## src/rtl/data_break_arbiter_pkg.sv

```systemverilog
`default_nettype none
// +--------------------------------------------------------------------+
// | data_break_arbiter_pkg: shared CPU constants for the data-break     |
// | arbiter (state encodings, word width, burst default).  Rev 1.0      |
// +--------------------------------------------------------------------+
package data_break_arbiter_pkg;

    localparam int DBA_DW               = 12;
    localparam int DBA_MAXBURST_DEFAULT = 4;

    typedef enum logic [2:0] {
        ST_IDLE    = 3'd0,
        ST_WAITCPU = 3'd1,
        ST_READ    = 3'd2,
        ST_LATCH   = 3'd3,
        ST_WRITE   = 3'd4,
        ST_ACK     = 3'd5,
        ST_YIELD   = 3'd6
    } dba_state_e;

endpackage

`default_nettype wire

```

## src/rtl/data_break_arbiter_incrementer.sv

```systemverilog
`default_nettype none
// +--------------------------------------------------------------------+
// | data_break_arbiter_incrementer: 12-bit INCREMENTER, q = d + INC,    |
// | forced to zero when OE is low.  Rev 1.0                             |
// +--------------------------------------------------------------------+
module data_break_arbiter_incrementer
    import data_break_arbiter_pkg::*;
(
    input  logic              inc_i,
    input  logic              oe_i,
    input  logic [DBA_DW-1:0] d_i,
    output logic [DBA_DW-1:0] q_o
);

    // The carry out is not brought out: wrap is detected from a zero result.
    assign q_o = oe_i ? (d_i + DBA_DW'(inc_i)) : '0;

endmodule

`default_nettype wire

```

## src/rtl/data_break_arbiter.sv

```systemverilog
`default_nettype none
// +--------------------------------------------------------------------+
// | data_break_arbiter: stalls the CPU at an instruction boundary and   |
// | runs read / write / increment data breaks on the RAM.  Rev 1.0      |
// +--------------------------------------------------------------------+
module data_break_arbiter
    import data_break_arbiter_pkg::*;
#(
    parameter int MAXBURST = DBA_MAXBURST_DEFAULT
)
(
    input  logic              SYSCLK,
    input  logic              sw_RESET,
    input  logic              cpuIdle,
    output logic              cpuHold,
    input  logic              dbRq,
    input  logic [DBA_DW-1:0] dbAddr,
    input  logic              dbWrite,
    input  logic              dbInc,
    input  logic [DBA_DW-1:0] dbWData,
    output logic              dbAck,
    output logic [DBA_DW-1:0] dbRData,
    output logic              dbOverflow,
    output logic [DBA_DW-1:0] ramAddr,
    output logic [DBA_DW-1:0] ramWData,
    output logic              ramOE,
    output logic              ramWE,
    input  logic [DBA_DW-1:0] ramRData
);

    localparam int CNT_W = $clog2(MAXBURST + 1);

    dba_state_e        state_q, state_d;
    logic [CNT_W-1:0]  cnt_q, cnt_d;
    logic              hold_q, hold_d;
    logic              ack_q, ack_d;
    logic              oe_q, oe_d;
    logic              we_q, we_d;
    logic              ovf_q, ovf_d;
    logic              inc_op_q, inc_op_d;
    logic [DBA_DW-1:0] addr_q, addr_d;
    logic [DBA_DW-1:0] wdata_q, wdata_d;
    logic [DBA_DW-1:0] rdata_q, rdata_d;
    logic [DBA_DW-1:0] inc_sum;

    // Fed straight from the RAM so the sum is ready on the edge that enters WRITE.
    data_break_arbiter_incrementer u_inc (
        .inc_i (1'b1),
        .oe_i  (1'b1),
        .d_i   (ramRData),
        .q_o   (inc_sum)
    );

    always_ff @(posedge SYSCLK) begin
        if (!sw_RESET) begin
            state_q  <= ST_IDLE;
            cnt_q    <= '0;
            hold_q   <= 1'b0;
            ack_q    <= 1'b0;
            oe_q     <= 1'b0;
            we_q     <= 1'b0;
            ovf_q    <= 1'b0;
            inc_op_q <= 1'b0;
            addr_q   <= '0;
            wdata_q  <= '0;
            rdata_q  <= '0;
        end else begin
            state_q  <= state_d;
            cnt_q    <= cnt_d;
            hold_q   <= hold_d;
            ack_q    <= ack_d;
            oe_q     <= oe_d;
            we_q     <= we_d;
            ovf_q    <= ovf_d;
            inc_op_q <= inc_op_d;
            addr_q   <= addr_d;
            wdata_q  <= wdata_d;
            rdata_q  <= rdata_d;
        end
    end

    always_comb begin
        state_d  = state_q;
        cnt_d    = cnt_q;
        hold_d   = hold_q;
        ack_d    = 1'b0;
        oe_d     = 1'b0;
        we_d     = 1'b0;
        ovf_d    = ovf_q;
        inc_op_d = inc_op_q;
        addr_d   = addr_q;
        wdata_d  = wdata_q;
        rdata_d  = rdata_q;
        case (state_q)
            ST_IDLE: begin
                if (dbRq) begin
                    state_d = ST_WAITCPU;
                    hold_d  = 1'b1;
                end
            end
            ST_WAITCPU: begin
                // A non-zero count means a burst just ended here, so yield the CPU.
                if (!dbRq) begin
                    hold_d = 1'b0;
                    if (cnt_q != '0) begin
                        state_d = ST_YIELD;
                        cnt_d   = '0;
                    end else begin
                        state_d = ST_IDLE;
                    end
                end else if (cpuIdle) begin
                    addr_d   = dbAddr;
                    wdata_d  = dbWData;
                    inc_op_d = dbInc;
                    ovf_d    = 1'b0;
                    if (dbInc || !dbWrite) begin
                        state_d = ST_READ;
                        oe_d    = 1'b1;
                    end else begin
                        state_d = ST_WRITE;
                        we_d    = 1'b1;
                    end
                end
            end
            ST_READ: begin
                state_d = ST_LATCH;
            end
            ST_LATCH: begin
                rdata_d = ramRData;
                if (inc_op_q) begin
                    state_d = ST_WRITE;
                    we_d    = 1'b1;
                    wdata_d = inc_sum;
                    ovf_d   = (inc_sum == '0);
                end else begin
                    state_d = ST_ACK;
                    ack_d   = 1'b1;
                end
            end
            ST_WRITE: begin
                state_d = ST_ACK;
                ack_d   = 1'b1;
            end
            ST_ACK: begin
                if (cnt_q == CNT_W'(MAXBURST - 1)) begin
                    state_d = ST_YIELD;
                    hold_d  = 1'b0;
                    cnt_d   = '0;
                end else begin
                    state_d = ST_WAITCPU;
                    cnt_d   = cnt_q + 1'b1;
                end
            end
            ST_YIELD: begin
                if (!cpuIdle) begin
                    state_d = ST_IDLE;
                end
            end
            default: begin
                state_d = ST_IDLE;
                hold_d  = 1'b0;
            end
        endcase
    end

    assign cpuHold    = hold_q;
    assign dbAck      = ack_q;
    assign dbRData    = rdata_q;
    assign dbOverflow = ovf_q;
    assign ramAddr    = addr_q;
    assign ramWData   = wdata_q;
    assign ramOE      = oe_q;
    assign ramWE      = we_q;

endmodule

`default_nettype wire

```

## config.mk

```make
export PLATFORM = sky130hd
export DESIGN_NAME = data_break_arbiter
export DESIGN_NICKNAME = d
export VERILOG_FILES = /design/src/rtl/data_break_arbiter_pkg.sv /design/src/rtl/data_break_arbiter_incrementer.sv /design/src/rtl/data_break_arbiter.sv
export SDC_FILE = /design/constraint.sdc
export NUM_CORES = 1
export LEC_CHECK = 0
export BUFFER_PORTS_ARGS = -buffer_cell sky130_fd_sc_hd__buf_4
export CORE_MARGIN = 2
export CORE_UTILIZATION = 45
export DETAILED_ROUTE_END_ITERATION = 10
export PLACE_DENSITY = 0.76
export SYNTH_ARGS = -nofsm -noshare
export SYNTH_HDL_FRONTEND = slang
export SYNTH_SLANG_ARGS = --single-unit
```

## constraint.sdc

```tcl
create_clock -name SYSCLK -period 1.3 [get_ports SYSCLK]
set_clock_uncertainty 0.05 [all_clocks]
set_input_delay 0.26 -clock SYSCLK [delete_from_list [all_inputs] [get_ports SYSCLK]]
set_output_delay 0.26 -clock SYSCLK [all_outputs]
set_load 0.03 [all_outputs]
```

==> impl_metrics.xml, run 1 <==
<?xml version="1.0" encoding="UTF-8"?>
<metrics>
  <group name="synth">
    <metric name="synth_sequential_area_ratio" unit="">0.397</metric>
    <metric name="synth-edff-count" unit="">0</metric>
    <metric name="seq_cells_post_synth" unit="">48</metric>
    <metric name="synth.cell_area" unit="mm²">0.00242</metric>
    <metric name="async_reset_ff_frac" unit="">0</metric>
    <metric name="average_cell_area_after_synthesis" unit="µm²">7.92</metric>
    <metric name="ys.warnings.count" unit="">0</metric>
    <metric name="syn_inst" unit="">306</metric>
    <metric name="post_synth_num_cell_types" unit="">44</metric>
    <metric name="synth_flop_cell" unit="">sky130_fd_sc_hd__dfxtp_1</metric>
    <metric name="synthesis.nets" unit="">351</metric>
  </group>
  <group name="grt">
    <metric name="globalRouteOverflowTotal" unit="">0</metric>
    <metric name="track_usage" unit="">0.215</metric>
    <metric name="grt_max_degree" unit="">32</metric>
    <metric name="antenna_violations_before_repair" unit="">0</metric>
    <metric name="grt_pass1_wl" unit="mm">10.5</metric>
    <metric name="vias_in_the_first_global_route" unit="">2365</metric>
  </group>
  <group name="clocking">
    <metric name="sink_count" unit="">48</metric>
    <metric name="max_buffers_root_to_sink" unit="">2</metric>
    <metric name="clk_latency" unit="ns">0.30</metric>
    <metric name="tritoncts" unit="">yes</metric>
    <metric name="cts-buffers-inserted" unit="">5</metric>
    <metric name="clockRootBuffer" unit="">sky130_fd_sc_hd__clkbuf_8</metric>
    <metric name="number_of_hold_repair_buffers_added_at_the_cts_stage" unit="">0</metric>
    <metric name="htree_levels" unit="">2</metric>
    <metric name="cts.reportedPaths.clkPinSlew" unit="ns">0.09</metric>
  </group>
  <group name="drt">
    <metric name="iteration_count_of_the_initial_detailed_routing_pass" unit="">4</metric>
    <metric name="vias" unit="">2623</metric>
    <metric name="detail_route.wirelength" unit="mm">7.08</metric>
    <metric name="drc_errors" unit="">0</metric>
    <metric name="routed_vias_inst" unit="">5.38</metric>
    <metric name="drt-initial-drc-count" unit="">85</metric>
    <metric name="antenna_left" unit="">0</metric>
    <metric name="routedWlPerCell" unit="µm">14.5</metric>
  </group>
  <group name="worst_setup_path">
    <metric name="timing.critical_path.to_type" unit="">flop</metric>
    <metric name="timing.reg2reg.setup_slack" unit="ns">-0.14</metric>
    <metric name="largest_fanout_on_the_critical_path" unit="">3</metric>
    <metric name="critPathMaxStageDelay" unit="ns">0.34</metric>
    <metric name="cp_top_family" unit="">compound AO/OA/AOI/OAI gates</metric>
    <metric name="worst_setup_path_startpoint" unit="">state_q[1]</metric>
    <metric name="r2r_cells" unit="">5</metric>
    <metric name="crit-reg2reg-capture" unit="">dbOverflow</metric>
    <metric name="path_class" unit="">reg2reg</metric>
    <metric name="path_cells" unit="">nand3b_1 &gt; a21oi_4 &gt; buf_6 &gt; o2111ai_4 &gt; o31ai_2</metric>
    <metric name="timing.rr.start" unit="">state_q[1]</metric>
    <metric name="critical_path_buf_inv_count" unit="">1</metric>
    <metric name="worst_setup_path_start_kind" unit="">flop</metric>
    <metric name="worst_path_required" unit="ns">1.47</metric>
    <metric name="crit_arrival" unit="ns">1.61</metric>
    <metric name="timing.critical_path.slowest_stage_cell" unit="">sky130_fd_sc_hd__dfxtp_2</metric>
  </group>
  <group name="timing">
    <metric name="setup-violations-final" unit="">29</metric>
    <metric name="period_minus_slack" unit="ns">1.44</metric>
    <metric name="fin_ws" unit="ns">-0.145</metric>
    <metric name="setup_repair_after_global_routing_missed_its_margin" unit="">true</metric>
    <metric name="final_min_period_over_clock_period" unit="">1.11</metric>
    <metric name="max_slew_margin" unit="">0.697</metric>
    <metric name="hold-worst-slack" unit="ns">0.143</metric>
    <metric name="max_freq" unit="MHz">692</metric>
    <metric name="final-max-slew-violation-count" unit="">0</metric>
    <metric name="worst_pin_slew" unit="ns">0.451</metric>
    <metric name="finalHoldViolCount" unit="">0</metric>
  </group>
  <group name="placement">
    <metric name="dpl-instance-area" unit="mm²">0.00334</metric>
    <metric name="placement.io_buffers" unit="">82</metric>
    <metric name="finalWeightedCongestion" unit="">0.906</metric>
    <metric name="detailed_place_hpwl" unit="mm">4.87</metric>
  </group>
  <group name="finish">
    <metric name="finish.utilization" unit="">0.748</metric>
    <metric name="final_cell_mix" unit="">sky130_fd_sc_hd__buf_4, sky130_fd_sc_hd__nand2_1, sky130_fd_sc_hd__dfxtp_1</metric>
    <metric name="layout_commonest_cell" unit="">sky130_fd_sc_hd__buf_4</metric>
    <metric name="num-fill-cells" unit="">410</metric>
    <metric name="seqCellArea" unit="µm²">967</metric>
    <metric name="final_standard_cell_area_without_fillers" unit="mm²">0.00384</metric>
    <metric name="nets" unit="">462</metric>
    <metric name="post_route_cells_drive_above_1_share" unit="">0.457</metric>
    <metric name="syn2layout_area_growth" unit="%">58.7</metric>
    <metric name="multiInputGateArea" unit="mm²">0.00160</metric>
    <metric name="antenna_cells" unit="">0</metric>
  </group>
  <group name="pwr">
    <metric name="pwr_per_cell_area" unit="mW/mm²">881</metric>
    <metric name="power.static_leakage" unit="µW">0.00161</metric>
    <metric name="total_power" unit="µW">3390</metric>
    <metric name="ir_drop" unit="µV">685</metric>
  </group>
  <group name="worst_hold_path">
    <metric name="worst_hold_end" unit="">ramAddr[4]</metric>
    <metric name="min_from" unit="">dbAddr[4]</metric>
    <metric name="timing.hold.worst_path_depth" unit="">3</metric>
    <metric name="worst_hold_path_type" unit="">in2reg</metric>
  </group>
  <group name="status">
    <metric name="failed_checks" unit="">setup timing</metric>
    <metric name="result_of_the_run" unit="">complete, but fails checks</metric>
  </group>
  <group name="run">
    <metric name="maxCapViolations" unit="">0</metric>
  </group>
  <group name="floorplan">
    <metric name="die_width" unit="µm">77.4</metric>
    <metric name="die_h" unit="µm">77.4</metric>
    <metric name="floorplan.rows" unit="">26</metric>
    <metric name="pin_count" unit="">83</metric>
    <metric name="initial_utilization" unit="">0.471</metric>
    <metric name="floorplan.core_area" unit="mm²">0.00514</metric>
    <metric name="die_area" unit="mm²">0.00599</metric>
  </group>
</metrics>
layout make-up:
class | count | area share
Timing Repair Buffer | 126 | 0.271
Sequential cell | 48 | 0.252
Tap cell | 70 | 0.0228
Clock inverter | 2 | 0.0101
Clock buffer | 6 | 0.0215
Inverter | 6 | 0.00586
Multi-Input combinational cell | 230 | 0.417
report_power, final:
part / internal (µW) / leakage, µW / switching, µW
Combinational: 334 / 0.00116 / 364
Clock: 630 / 0.0000614 / 526
Sequential: 1510 / 0.000390 / 24.6
Total: 2470 / 0.00161 / 914
kinds of logic after synthesis:
| logic type | count (synthesis) | synth area share |
|---|---|---|
| fa+ha+maj | 3 | 0.0155 |
| compound gates | 73 | 0.216 |
| buf+inv | 29 | 0.0609 |
| xor+xnor | 11 | 0.0398 |
| simple gates | 142 | 0.271 |
| flops | 48 | 0.397 |
what timing repair did:
item / 4_1_cts / 5_1_grt
gates cloned: 0 / 3
setup endpoints to repair: 30 / 45
resized for setup: 14 / 89
pin swaps: 2 / 32
setup buffers: 0 / 10
through the flow:
step	setup TNS (ns)	worst slack (ns)	std cells
2_1_floorplan	-0.0813	-0.0337	306
3_3_place_gp	-0.715	-0.164	467
3_5_place_dp	-1.33	-0.230	467
4_1_cts	-0.121	-0.0679	475
5_1_grt	-3.26	-0.279	488
6_report	-0.985	-0.145	488
cells in the mapped netlist, drive strengths merged (2+ instances only):
master	number	area (µm²)
a211oi	2	20.0
a21boi	29	218
a21o	3	22.5
a21oi	8	40.0
a31o	2	17.5
a31oi	2	12.5
and2	3	18.8
and3	2	12.5
buf	17	103
clkbuf	6	22.5
dfxtp	48	961
ha	3	37.5
inv	6	22.5
nand2	75	282
nand2b	5	31.3
nand3	17	95.1
nand3b	3	22.5
nand4	3	18.8
nor2	18	67.6
nor2b	6	37.5
nor3	6	30.0
nor4	2	27.5
o211a	2	20.0
o211ai	7	52.6
o21ai	7	35.0
o22ai	2	12.5
o31ai	3	22.5
xnor2	6	52.6
xor2	5	43.8
worst register-to-register path, stage by stage (launching register included):
cell and delay (ns):
sky130_fd_sc_hd__dfxtp_2 0.34, sky130_fd_sc_hd__nand3b_1 0.23, sky130_fd_sc_hd__a21oi_4 0.24, sky130_fd_sc_hd__buf_6 0.14
sky130_fd_sc_hd__o2111ai_4 0.10, sky130_fd_sc_hd__o31ai_2 0.27
per-layer routing:
| layer | vias to the layer above | wire (µm) | share of wire | GRT usage |
|---|---|---|---|---|
| met5 | - | 0 | 0 | 0 |
| li1 | 1276 | - | - | - |
| met1 | 1238 | 2940 | 0.41 | 0.268 |
| met2 | 94 | 3610 | 0.51 | 0.373 |
| met3 | 15 | 394 | 0.056 | 0.0395 |
| met4 | 0 | 144 | 0.020 | 0.0768 |
flip-flops by register name, indices dropped and copies added, names as in the netlist:
name and count:
ramAddr 12, dbAck 1, ramWData 12, dbOverflow 1, state_q 3, ramOE 1
dbRData 12, ramWE 1, cpuHold 1, cnt_q 3, inc_op_q 1
worst max-delay path by stage:
stage,slack (ns),endpoint,cells after the start
final,-0.14,dbOverflow,5
after global routing,-0.28,dbOverflow,5
after CTS,-0.07,dbOverflow,5
after detailed placement,-0.23,dbOverflow,7
after global placement,-0.16,dbOverflow,7
after floorplan,-0.03,ramWData[11],6
Power figures use the tool's default switching activity.
==> run 2: changes to the inputs <==
- CORE_ASPECT_RATIO: not set -> 0.9
==> run 2 against run 1 <==
  * The flow still finishes with violations (setup timing)
  * Final area decreased by 4.7%
  * Total power decreased by 6.9%
  * Register-to-register slack improved by 0.07 ns
  * Sequential share of layout area increased by 1.3 points
  * Worst hold slack got worse by 0.0063 ns
  * Clock power decreased by 17%
  * Cell count decreased by 0.41%
  * Via count decreased by 4.6%
  * Utilization decreased by 4.7 points
  * Critical path type unchanged
  * Worst setup slack improved by 0.068 ns
  * Critical path depth decreased by 1
==> impl_metrics.xml, run 2 (synthesized netlist as in run 1, its figures left out) <==
<?xml version="1.0" encoding="UTF-8"?>
<metrics>
  <group name="timing">
    <metric name="final_min_period_over_clock_period" unit="">1.06</metric>
    <metric name="worst_pin_slew" unit="ns">0.297</metric>
    <metric name="fin_ws" unit="ns">-0.0770</metric>
    <metric name="finalSetupTns" unit="ns">-0.229</metric>
    <metric name="max_slew_margin" unit="">0.801</metric>
    <metric name="finalHoldViolCount" unit="">0</metric>
    <metric name="setup-violations-final" unit="">12</metric>
    <metric name="final-max-slew-violation-count" unit="">0</metric>
    <metric name="setup_repair_after_global_routing_missed_its_margin" unit="">true</metric>
    <metric name="period_minus_slack" unit="ns">1.38</metric>
    <metric name="max_freq" unit="MHz">726</metric>
  </group>
  <group name="floorplan">
    <metric name="floorplan.rows" unit="">25</metric>
    <metric name="die_h" unit="µm">73.6</metric>
    <metric name="pin_count" unit="">83</metric>
    <metric name="initial_utilization" unit="">0.464</metric>
    <metric name="floorplan.core_area" unit="mm²">0.00522</metric>
    <metric name="die_area" unit="mm²">0.00599</metric>
    <metric name="die_width" unit="µm">81.3</metric>
  </group>
  <group name="clocking">
    <metric name="sink_count" unit="">48</metric>
    <metric name="htree_levels" unit="">2</metric>
    <metric name="cts.reportedPaths.clkPinSlew" unit="ns">0.09</metric>
    <metric name="tritoncts" unit="">yes</metric>
    <metric name="number_of_hold_repair_buffers_added_at_the_cts_stage" unit="">0</metric>
    <metric name="max_buffers_root_to_sink" unit="">2</metric>
    <metric name="clockRootBuffer" unit="">sky130_fd_sc_hd__clkbuf_8</metric>
    <metric name="clk_latency" unit="ns">0.32</metric>
    <metric name="cts-buffers-inserted" unit="">5</metric>
  </group>
  <group name="finish">
    <metric name="nets" unit="">463</metric>
    <metric name="final_cell_mix" unit="">sky130_fd_sc_hd__buf_4, sky130_fd_sc_hd__nand2_1, sky130_fd_sc_hd__dfxtp_1</metric>
    <metric name="final_standard_cell_area_without_fillers" unit="mm²">0.00366</metric>
    <metric name="syn2layout_area_growth" unit="%">51.2</metric>
    <metric name="post_route_cells_drive_above_1_share" unit="">0.411</metric>
    <metric name="antenna_cells" unit="">0</metric>
    <metric name="layout_commonest_cell" unit="">sky130_fd_sc_hd__buf_4</metric>
    <metric name="num-fill-cells" unit="">429</metric>
  </group>
  <group name="pwr">
    <metric name="power_switching_share" unit="">0.283</metric>
    <metric name="net_switching_component_of_the_power" unit="µW">893</metric>
    <metric name="cellInternalPower" unit="µW">2260</metric>
    <metric name="pwr_per_cell_area" unit="mW/mm²">860</metric>
    <metric name="combPwrFrac" unit="">0.206</metric>
    <metric name="share_clk_of_total_power" unit="">0.307</metric>
    <metric name="power.static_leakage" unit="µW">0.00151</metric>
    <metric name="ir_drop" unit="µV">731</metric>
    <metric name="power_frac_seq" unit="">0.487</metric>
  </group>
  <group name="worst_setup_path">
    <metric name="path_cells" unit="">nand3b_1 &gt; buf_4 &gt; a21o_4 &gt; a31o_4</metric>
    <metric name="timing.critical_path.to_type" unit="">flop</metric>
    <metric name="path_class" unit="">reg2reg</metric>
    <metric name="timing.reg2reg.setup_slack" unit="ns">-0.08</metric>
    <metric name="r2r_cells" unit="">4</metric>
    <metric name="largest_fanout_on_the_critical_path" unit="">11</metric>
    <metric name="worst_setup_path_startpoint" unit="">state_q[1]</metric>
    <metric name="crit-reg2reg-capture" unit="">ramWData[5]</metric>
    <metric name="timing.critical_path.slowest_stage_cell" unit="">sky130_fd_sc_hd__dfxtp_2</metric>
    <metric name="critical_path.endpoint" unit="">ramWData[5]</metric>
    <metric name="critPathMaxStageDelay" unit="ns">0.35</metric>
    <metric name="timing.rr.start" unit="">state_q[1]</metric>
    <metric name="worst_setup_path_start_kind" unit="">flop</metric>
    <metric name="crit_arrival" unit="ns">1.54</metric>
    <metric name="worst_path_required" unit="ns">1.46</metric>
  </group>
  <group name="grt">
    <metric name="track_usage" unit="">0.229</metric>
    <metric name="globalRouteOverflowTotal" unit="">0</metric>
    <metric name="grt_max_degree" unit="">25</metric>
    <metric name="grt_pass1_wl" unit="mm">10.5</metric>
    <metric name="antenna_violations_before_repair" unit="">0</metric>
    <metric name="vias_in_the_first_global_route" unit="">2272</metric>
  </group>
  <group name="status">
    <metric name="failed_checks" unit="">setup timing</metric>
    <metric name="result_of_the_run" unit="">complete, but fails checks</metric>
  </group>
  <group name="placement">
    <metric name="detailed_place_hpwl" unit="mm">4.89</metric>
    <metric name="finalWeightedCongestion" unit="">0.983</metric>
    <metric name="placement.io_buffers" unit="">82</metric>
    <metric name="dpl-instance-area" unit="mm²">0.00339</metric>
  </group>
  <group name="drt">
    <metric name="routedWlPerCell" unit="µm">14.0</metric>
    <metric name="routed_vias_inst" unit="">5.15</metric>
    <metric name="iteration_count_of_the_initial_detailed_routing_pass" unit="">4</metric>
    <metric name="drt-initial-drc-count" unit="">141</metric>
    <metric name="detail_route.wirelength" unit="mm">6.79</metric>
    <metric name="drc_errors" unit="">0</metric>
    <metric name="vias" unit="">2502</metric>
    <metric name="antenna_left" unit="">0</metric>
  </group>
  <group name="run">
    <metric name="maxCapViolations" unit="">0</metric>
  </group>
  <group name="worst_hold_path">
    <metric name="min_from" unit="">dbAddr[3]</metric>
    <metric name="worst_hold_path_type" unit="">in2reg</metric>
  </group>
</metrics>
==> run 2: worst min path at each step <==
| stage | to | slack [ns] | cells past startpoint |
|---|---|---|---|
| global route | ramAddr[4] | 0.15 | 3 |
| finish | ramAddr[3] | 0.14 | 3 |
| global placement | cnt_q[2] | 0.39 | 2 |
| CTS | ramAddr[0] | 0.14 | 3 |
| detailed placement | cnt_q[2] | 0.39 | 2 |
| floorplan | dbRData[0] | 0.35 | 2 |
==> run 2: metrics by stage <==
| stage | setup WS [ns] | hold slack (ns) | std cells | power, µW | utilization |
|---|---|---|---|---|---|
| 3_5_place_dp | -0.242 | 0.394 | 472 | 2160 | 0.649 |
| 6_report | -0.0770 | 0.136 | 486 | 3150 | 0.701 |
| 5_1_grt | -0.127 | 0.152 | 486 | 3280 | 0.701 |
| 2_1_floorplan | -0.0337 | 0.355 | 306 | 1870 | - |
| 4_1_cts | -0.0173 | 0.141 | 482 | 3130 | 0.678 |
| 3_3_place_gp | -0.147 | 0.389 | 472 | 2150 | 0.649 |
==> run 2: area by class of cell <==
class,instances,area [µm²],area share
Multi-Input combinational cell,230,1490,0.406
Timing Repair Buffer,127,1000,0.274
Sequential cell,48,970,0.265
Tap cell,67,83.8,0.0229
Clock buffer,6,82.6,0.0225
Inverter,6,22.5,0.00615
Clock inverter,2,15.0,0.00410
==> run 2: repair_timing <==
item,4_1_cts,5_1_grt
cloned,1,1
pin swaps,3,12
setup endpoints to repair,44,45
resized for setup,16,38
setup buffers,1,3
==> run 2: critical path: cells and delay by family, from the launching register on <==
kind            cells  cell delay, ns
simple gates        1            0.22
compound gates      2            0.48
buf+inv             1            0.17
flops               1            0.35
==> run 2: routing by layer <==
layer / GRT usage / up-vias / share of wire
met5: 0 / - / 0
met4: 0.0942 / 0 / 0.011
met3: 0.0577 / 8 / 0.078
met2: 0.367 / 84 / 0.47
met1: 0.293 / 1145 / 0.44
li1: - / 1265 / -
==> run 2: power by group through the flow <==
stage / sequential (µW) / clock [µW] / combinational [µW]
3_5_place_dp: 1570 / 0 / 593
2_1_floorplan: 1630 / 0 / 245
4_1_cts: 1530 / 984 / 612
5_1_grt: 1540 / 1030 / 699
6_report: 1530 / 968 / 649
3_3_place_gp: 1570 / 0 / 585
==> run 3: changes to the inputs <==
--- a/config.mk
+++ b/config.mk
@@ -7,9 +7,10 @@
 export LEC_CHECK = 0
 export BUFFER_PORTS_ARGS = -buffer_cell sky130_fd_sc_hd__buf_4
+export CAP_MARGIN = 20
 export CORE_ASPECT_RATIO = 0.9
 export CORE_MARGIN = 2
-export CORE_UTILIZATION = 45
+export CORE_UTILIZATION = 54
 export DETAILED_ROUTE_END_ITERATION = 10
-export PLACE_DENSITY = 0.76
+export PLACE_DENSITY = 0.85
 export SYNTH_ARGS = -nofsm -noshare
 export SYNTH_HDL_FRONTEND = slang
==> constraint.sdc (replaced) <==
create_clock -name SYSCLK -period 1.6 [get_ports SYSCLK]
set_clock_uncertainty 0.05 [all_clocks]
set_input_delay 0.32 -clock SYSCLK [delete_from_list [all_inputs] [get_ports SYSCLK]]
set_output_delay 0.32 -clock SYSCLK [all_outputs]
set_load 0.05 [all_outputs]
==> run 3 against run 2 <==
  * The flow now finishes without violations
  * Global-route usage up 2.0 points
  * Cell count down 7.6%
  * Critical path depth up 1
  * Worst setup slack better by 0.23 ns
  * Via count down 4.1%
  * Register-to-register slack better by 0.23 ns
  * Highest routed layer unchanged
  * Worst hold slack better by 0.076 ns
  * Sequential share of layout area up 3.4 points
  * Count of clock-buffer cells in the layout unchanged
  * Non-clock buffer count down 31
  * Utilization up 3.7 points
  * Maximum frequency down 4.6%
==> impl_metrics.xml, run 3 (synthesized netlist as in run 1, its figures left out) <==
<?xml version="1.0" encoding="UTF-8"?>
<metrics>
  <group name="status">
    <metric name="result_of_the_run" unit="">complete, no violations</metric>
  </group>
  <group name="finish">
    <metric name="layout_commonest_cell" unit="">sky130_fd_sc_hd__buf_4</metric>
    <metric name="antenna_cells" unit="">0</metric>
    <metric name="final_cell_mix" unit="">sky130_fd_sc_hd__buf_4, sky130_fd_sc_hd__nand2_1, sky130_fd_sc_hd__dfxtp_1</metric>
    <metric name="post_route_cells_drive_above_1_share" unit="">0.292</metric>
    <metric name="syn2layout_area_growth" unit="%">33.3</metric>
    <metric name="nets" unit="">431</metric>
    <metric name="final-instance-count-excl-fill" unit="">449</metric>
  </group>
  <group name="clocking">
    <metric name="tritoncts" unit="">yes</metric>
    <metric name="cts.reportedPaths.clkPinSlew" unit="ns">0.09</metric>
    <metric name="clk_latency" unit="ns">0.30</metric>
    <metric name="sink_count" unit="">48</metric>
    <metric name="cts-buffers-inserted" unit="">5</metric>
    <metric name="max_buffers_root_to_sink" unit="">2</metric>
    <metric name="htree_levels" unit="">2</metric>
    <metric name="clockRootBuffer" unit="">sky130_fd_sc_hd__clkbuf_8</metric>
  </group>
  <group name="drt">
    <metric name="routed_vias_inst" unit="">5.34</metric>
    <metric name="routedWlPerCell" unit="µm">13.4</metric>
    <metric name="iteration_count_of_the_initial_detailed_routing_pass" unit="">5</metric>
    <metric name="detail_route.wirelength" unit="mm">6.00</metric>
    <metric name="drt-initial-drc-count" unit="">195</metric>
    <metric name="antenna_left" unit="">0</metric>
    <metric name="drc_errors" unit="">0</metric>
    <metric name="vias" unit="">2399</metric>
  </group>
  <group name="worst_hold_path">
    <metric name="worst_hold_path_type" unit="">in2reg</metric>
    <metric name="timing.hold.worst_path_depth" unit="">3</metric>
  </group>
  <group name="floorplan">
    <metric name="die_width" unit="µm">74.6</metric>
    <metric name="die_area" unit="mm²">0.00504</metric>
    <metric name="initial_utilization" unit="">0.554</metric>
    <metric name="die_h" unit="µm">67.5</metric>
    <metric name="floorplan.core_area" unit="mm²">0.00437</metric>
    <metric name="floorplan.rows" unit="">23</metric>
    <metric name="pin_count" unit="">83</metric>
  </group>
  <group name="run">
    <metric name="maxCapViolations" unit="">0</metric>
  </group>
  <group name="pwr">
    <metric name="pwr_per_cell_area" unit="mW/mm²">794</metric>
    <metric name="ir_drop" unit="µV">399</metric>
    <metric name="power.static_leakage" unit="µW">0.00132</metric>
  </group>
  <group name="worst_setup_path">
    <metric name="timing.critical_path.to_type" unit="">flop</metric>
    <metric name="worst_path_required" unit="ns">1.74</metric>
    <metric name="path_cells" unit="">nand3b_1 &gt; a21oi_1 &gt; buf_4 &gt; o211ai_1 &gt; o211a_1</metric>
    <metric name="cp_top_family" unit="">compound AO/OA/AOI/OAI gates</metric>
    <metric name="crit_arrival" unit="ns">1.59</metric>
    <metric name="timing.critical_path.slowest_stage_cell" unit="">sky130_fd_sc_hd__dfxtp_1</metric>
    <metric name="critical_path_buf_inv_count" unit="">1</metric>
    <metric name="largest_fanout_on_the_critical_path" unit="">10</metric>
    <metric name="timing.critical_path.depth" unit="">5</metric>
    <metric name="critPathMaxStageDelay" unit="ns">0.34</metric>
    <metric name="path_class" unit="">reg2reg</metric>
    <metric name="r2r_cells" unit="">5</metric>
    <metric name="worst_setup_path_start_kind" unit="">flop</metric>
  </group>
  <group name="timing">
    <metric name="finalHoldViolCount" unit="">0</metric>
    <metric name="final-max-slew-violation-count" unit="">0</metric>
    <metric name="max_slew_margin" unit="">0.674</metric>
    <metric name="max_freq" unit="MHz">693</metric>
    <metric name="setup_repair_after_global_routing_missed_its_margin" unit="">false</metric>
    <metric name="worst_pin_slew" unit="ns">0.483</metric>
    <metric name="period_minus_slack" unit="ns">1.44</metric>
    <metric name="fin_ws" unit="ns">0.157</metric>
    <metric name="final_min_period_over_clock_period" unit="">0.902</metric>
    <metric name="setup-violations-final" unit="">0</metric>
    <metric name="hold-worst-slack" unit="ns">0.213</metric>
  </group>
  <group name="grt">
    <metric name="grt_pass1_wl" unit="mm">9.68</metric>
    <metric name="grt_max_degree" unit="">31</metric>
    <metric name="antenna_violations_before_repair" unit="">0</metric>
    <metric name="vias_in_the_first_global_route" unit="">2160</metric>
    <metric name="globalRouteOverflowTotal" unit="">0</metric>
    <metric name="track_usage" unit="">0.249</metric>
  </group>
  <group name="placement">
    <metric name="finalWeightedCongestion" unit="">0.862</metric>
    <metric name="detailed_place_hpwl" unit="mm">4.49</metric>
    <metric name="placed_cells_incl_taps" unit="">441</metric>
    <metric name="dp_worst_setup_slack" unit="ns">-0.00351</metric>
    <metric name="placement.io_buffers" unit="">82</metric>
  </group>
</metrics>
[run 3: cell count changes in the layout (fill, tap and decap cells not counted), moves of 4 or more]
cell	before	now
sky130_fd_sc_hd__a21boi_0	15	28
sky130_fd_sc_hd__a21boi_1	13	1
sky130_fd_sc_hd__buf_4	119	95
sky130_fd_sc_hd__buf_6	4	0
sky130_fd_sc_hd__o21ai_0	1	6
sky130_fd_sc_hd__o21ai_1	5	1
[run 3: final cells by class]
type	count	area, µm²
timing repair buffer	96	733
multi-input combinational	229	1320
tap	62	77.6
inverter	6	22.5
clock inverter	2	35.0
sequential	48	963
clock buffer	6	72.6
fill	362	1150
[run 3: path summary, 6_finish.rpt]
kind | startpoint | endpoint | slack (ns)
max | state_q[1] | ramWData[0] | 0.16
min reg2reg | ramAddr[3] | ramAddr[3] | 0.41
max reg2reg | state_q[1] | ramWData[0] | 0.16
min | dbAddr[3] | ramAddr[3] | 0.21
[run 3: layer usage]
metal / global-route usage / routed length (µm) / up-vias
li1: - / - / 1206
met1: 0.315 / 2580 / 1098
met2: 0.424 / 2960 / 89
met3: 0.0567 / 395 / 6
met4: 0.0737 / 61 / 0
met5: 0 / 0 / -
[run 3: timing repair]
| action | CTS | global route |
|---|---|---|
| setup buffers | 0 | 0 |
| resized for setup | 0 | 4 |
| setup endpoints to repair | 0 | 31 |
| hold buffers | 0 | 0 |
[run 3: metrics by stage]
step	power (µW)	TNS, ns	utilization	area [µm²]
after floorplan	1540	0	-	2420
after global routing	2670	0	0.738	3230
final	2560	0	0.738	3230
after detailed placement	1720	-0.00351	0.711	3110
after CTS	2570	0	0.736	3220
after global placement	1720	0	0.711	3110
[run 3: where the power goes]
group | leakage, µW | switching [µW] | total (µW) | internal (µW)
Combinational | 0.000878 | 264 | 454 | 191
Sequential | 0.000389 | 21.6 | 1250 | 1230
Clock | 0.0000552 | 397 | 861 | 464
Total | 0.00132 | 682 | 2560 | 1880
[run 3: worst reg2reg max path, delay by kind of cell (launching register included)]
kind / cells / cell delay [ns]
AOI/OAI and AO/OA: 3 / 0.53
buffers and inverters: 1 / 0.23
DFF: 1 / 0.34
and+or+nand+nor: 1 / 0.19
